--- src/rtl/fht_bank_loader.sv ---
// Streams one frame of samples into the banked FHT working RAM, row-major across banks,
// with optional bit-reversed row addressing and ADC-to-fixed-point conversion.
`timescale 1ns/1ps

module fht_bank_loader #(
  parameter int ADC_WIDTH = 16,
  parameter int D_BIT     = 22,
  parameter int A_BIT     = 8,
  parameter int NUM_BANK  = 4
) (
  input  logic                iCLK,
  input  logic                iRESET,
  input  logic                iSTART,
  input  logic [1:0]          iMODE,
  input  logic                iABORT,
  input  logic                iVALID,
  input  logic [D_BIT-1:0]    iDATA,
  output logic                oREADY,
  output logic [NUM_BANK-1:0] oWE,
  output logic [A_BIT-1:0]    oADDR_WR,
  output logic [D_BIT-1:0]    oDATA,
  output logic                oBUSY,
  output logic                oDONE,
  output logic                oDROP
);

  // A single-bank build keeps a 1-bit bank counter that is held at zero.
  localparam int BANK_BIT = (NUM_BANK > 1) ? $clog2(NUM_BANK) : 1;
  localparam int FRAC_BIT = D_BIT - ADC_WIDTH;
  localparam logic [BANK_BIT-1:0] BANK_LAST = BANK_BIT'(NUM_BANK - 1);

  typedef enum logic [1:0] {
    IDLE = 2'd0,
    LOAD = 2'd1,
    DONE = 2'd2
  } state_t;

  state_t              state;
  logic [1:0]          mode;
  logic [BANK_BIT-1:0] bank_cnt;
  logic [A_BIT-1:0]    row_cnt;

  logic                accept;
  logic                last_sample;
  logic [BANK_BIT-1:0] bank_next;
  logic [A_BIT-1:0]    row_next;
  logic [NUM_BANK-1:0] we_onehot;
  logic [A_BIT-1:0]    wr_addr;
  logic [D_BIT-1:0]    wr_data;

  function automatic logic [A_BIT-1:0] bit_reverse(input logic [A_BIT-1:0] a);
    logic [A_BIT-1:0] r;
    r = '0;
    for (int i = 0; i < A_BIT; i++) begin
      r[i] = a[A_BIT-1-i];
    end
    return r;
  endfunction

  assign oREADY      = (state == LOAD) & ~iABORT;
  assign oBUSY       = (state == LOAD) | (state == DONE);
  assign accept      = iVALID & oREADY;
  assign last_sample = (row_cnt == {A_BIT{1'b1}}) && (bank_cnt == BANK_LAST);

  always_comb begin
    bank_next = '0;
    row_next  = row_cnt;
    if (NUM_BANK > 1) begin
      bank_next = bank_cnt + 1'b1;
    end
    if (bank_cnt == BANK_LAST) begin
      row_next = row_cnt + 1'b1;
    end
    we_onehot = NUM_BANK'(1) << bank_cnt;
    wr_addr   = mode[1] ? bit_reverse(row_cnt) : row_cnt;
    // ADC words become the integer part; the fraction is zero-filled, sign kept in the MSB.
    wr_data   = mode[0] ? iDATA : {iDATA[ADC_WIDTH-1:0], {FRAC_BIT{1'b0}}};
  end

  always_ff @(posedge iCLK) begin
    if (iRESET) begin
      state    <= IDLE;
      mode     <= '0;
      bank_cnt <= '0;
      row_cnt  <= '0;
      oWE      <= '0;
      oADDR_WR <= '0;
      oDATA    <= '0;
      oDONE    <= 1'b0;
      oDROP    <= 1'b0;
    end else begin
      oWE   <= '0;
      oDONE <= 1'b0;
      oDROP <= iVALID & ~oREADY & (state != LOAD);
      unique case (state)
        IDLE: begin
          if (iSTART && !iABORT) begin
            state    <= LOAD;
            mode     <= iMODE;
            bank_cnt <= '0;
            row_cnt  <= '0;
          end
        end
        LOAD: begin
          // Abort beats a same-cycle accept, including the final one.
          if (iABORT) begin
            state    <= IDLE;
            bank_cnt <= '0;
            row_cnt  <= '0;
          end else if (accept) begin
            oWE      <= we_onehot;
            oADDR_WR <= wr_addr;
            oDATA    <= wr_data;
            bank_cnt <= bank_next;
            row_cnt  <= row_next;
            if (last_sample) begin
              state <= DONE;
            end
          end
        end
        DONE: begin
          state <= IDLE;
          oDONE <= 1'b1;
        end
        default: state <= IDLE;
      endcase
    end
  end

endmodule

--- config.mk ---
export PLATFORM = sky130hd
export DESIGN_NAME = fht_bank_loader
export DESIGN_NICKNAME = d
export VERILOG_FILES = /design/src/rtl/fht_bank_loader.sv
export SDC_FILE = /design/constraint.sdc
export NUM_CORES = 1
export LEC_CHECK = 0
export ABC_AREA = 1
export CORE_ASPECT_RATIO = 0.8
export CORE_UTILIZATION = 30
export CTS_CLUSTER_SIZE = 8
export DETAILED_ROUTE_END_ITERATION = 10
export PLACE_DENSITY = 0.61
export SETUP_SLACK_MARGIN = 0.02
export SKIP_CTS_REPAIR_TIMING = 1
export SLEW_MARGIN = 0
export SYNTH_ARGS = -nofsm -noshare
export SYNTH_HDL_FRONTEND = slang
export SYNTH_SLANG_ARGS = --single-unit
--- constraint.sdc ---
create_clock -name iCLK -period 3.2 [get_ports iCLK]
set_clock_uncertainty 0.05 [all_clocks]
set_input_delay 0.64 -clock iCLK [delete_from_list [all_inputs] [get_ports iCLK]]
set_output_delay 0.64 -clock iCLK [all_outputs]
set_load 0.01 [all_outputs]
==> impl_results.md <==
* Worst Path Arrival at 1.99 ns
* Flop2flop setup slack at 1.11 ns
* First-pass GRT wire length at 9420 µm
* Post-synth EDFFs at 0
* Initial Util at 31.5%
* CTS sink cnt at 50
* Most Crowded Layer GR: met2
* LEAKAGE at 1.15 nW
* Worst Setup SP: iABORT
* Final TNS setup at 0 ns
* Placed Instance Area at 2920 µm²
* Synth Instances at 302
* CTS HTree Levels at 2
* WP data required at 2.51 ns
* Startpoint types: input pin
* Met2 global-route usage at 23.5%
* Initial antenna violation count at 0
* Met1 Usage GRT at 21.4%
* Initial DRT Pass Iterations at 7
* Final setup fails at 0
* CTS tree: built
* Most frequent cells in the layout: nand2_1, clkdlybuf4s50_1, dfxtp_1
* Worst setup path endpoint: oREADY
* Cell Area, Synth at 2200 µm²
* Top Ports at 67
* Worst VDD drop at 0.163 mV
* Worst r2r src: state[1]
* Critical path peak fanout at 12
* Later-pin clock latency in the skew report at 0.31 ns
* Synthesized net count at 336
* Post-route ant nets at 0
* Status: complete, but fails checks
* RSZ-0062 raised after global routing: false
* Yosys warnings at 0
* Asr flop ratio synth at 0%
* Die ar. at 7700 µm²
* Part of the cycle the worst path needs at 83.8%
* Number of CTS-inserted buffers at 5
* Hold WC Path Type: reg2reg
* Post-route cell area at 3010 µm²
* Prevailing post-synth register cell: dfxtp_1
* R2r worst-path depth at 8
* Vias per cell at 4.75
* Synth Area per Inst at 7.30 µm²
* Post-synthesis sequential area ratio at 45.4%
* Final-stage net count at 398
* Crit. End Element: output port
* MaxCap Viol Count at 0
* Min-Delay Path Depth at 2
* HPWL after DPL at 4240 µm
* Pwr Total at 1.68 mW
* Critical path class: in2out
* Input/output buffers at 66
* DIE WIDTH at 97.8 µm
* P per Cell Area at 558 nW/µm²
* Number of core rows at 27
* Max-slew violations at 0
* Met3 usage at 3.83%
* Routed via count at 2148
* GRT overflow at 0
* Max clock buf depth at 2
* Antenna cells at 0
* Failing checks: DRC
* Worst Tran Pin Value at 0.476 ns
* Share of cells above drive strength 1 at 6.03%
* Worst-path clk slew at 0.09 ns
* Max Fclk at 373 MHz
* Avg WL per Cell at 12.8 µm
* Final wirelength at 5790 µm
* Die Y at 78.7 µm
* Fin. Hold Viols at 0
* Vias in the first global route at 1961
* DRC Markers at 16
* Worst reg2reg endpoint: oDATA[19]
* Min-delay src: oADDR_WR[6]
* Placer Congestion at 0.818
* GRT Util Overall at 15.4%
* Area Growth Syn to Fin at 36.6%
* Distinct cells, synth at 22
* Hold WS at 0.427 ns
* Final min period at 2.68 ns
* Slew headroom at 68.2%
* DRT iter0 DRCs at 112
* Core Region at 6990 µm²
* Largest net degree at the start of global routing at 41
* Root Driver: clkbuf_8
* Most common cell after layout, fill and taps aside: nand2_1
* Flops & latches, synth at 50
-- state kept, by name, summed over array words and instances (netlist names) --
signal	cells
oADDR_WR	8
oDATA	22
oWE	4
mode	2
oDONE	1
state	2
oDROP	1
row_cnt	8
bank_cnt	2
-- metrics by stage --
step	worst slack [ns]	std cells	util [%]
floorplan	1.60	302	-
global placement	0.498	444	41.8
detailed placement	0.505	444	41.8
CTS	0.503	452	43.1
global route	0.454	452	43.1
finish	0.517	452	43.1
-- synthesized netlist by cell type, types with 3 or more instances --
library cell / count / area, µm²
dfxtp_1: 50 / 1000
o21ai_0: 14 / 70.1
nor3_1: 6 / 30.0
o21ai_1: 20 / 100
a21oi_1: 14 / 70.1
nor2_1: 18 / 67.6
a31oi_1: 20 / 125
nand2_1: 79 / 297
inv_1: 25 / 93.8
clkbuf_1: 8 / 30.0
buf_2: 3 / 15.0
ha_1: 5 / 62.6
nand2_2: 3 / 18.8
nand3_1: 25 / 125
inv_2: 3 / 11.3
-- routing by layer --
layer | routed length [µm] | up-vias
li1 | - | 1120
met1 | 2850 | 960
met2 | 2490 | 60
met3 | 393 | 8
met4 | 54 | 0
met5 | 0 | -
-- critical path, cell delays in order --
cell             delay [ns]
clkdlybuf4s50_1        0.47
nor2_4                 0.29
clkdlybuf4s50_1        0.60
-- worst min path at each step --
stage                             end  slack [ns]
after CTS                 oADDR_WR[4]        0.43
final                     oADDR_WR[6]        0.43
after global placement    oADDR_WR[4]        0.41
after global routing      oADDR_WR[6]        0.44
after floorplan           oADDR_WR[0]        0.41
after detailed placement  oADDR_WR[4]        0.42
-- final cells by class --
class                      count  area, µm²
tap                           87        109
sequential                    50       1000
multi-input combinational    208       1010
timing repair buffer          69        683
clock inverter                 3       21.3
inverter                      30        114
clock buffer                   5       68.8
fill                         713       3980
-- power by group --
| part | leakage [nW] | internal, mW | switching [mW] | total (mW) |
|---|---|---|---|---|
| sequential | 0.405 | 0.685 | 0.0457 | 0.731 |
| combinational | 0.703 | 0.234 | 0.345 | 0.579 |
| clock | 0.0441 | 0.154 | 0.217 | 0.371 |
| total | 1.15 | 1.07 | 0.607 | 1.68 |
-- logic make-up (layout without fill, tap and decap cells) --
kind of cell / count (synthesis) / count (layout) / synth area share, %
adders and majority gates: 5 / 5 / 2.84
AOI/OAI and AO/OA: 68 / 68 / 16.6
buffers and inverters: 44 / 107 / 8.57
and+or+nand+nor: 135 / 135 / 26.6
DFF: 50 / 50 / 45.4
Note: power is estimated with default switching activity, not from simulation.
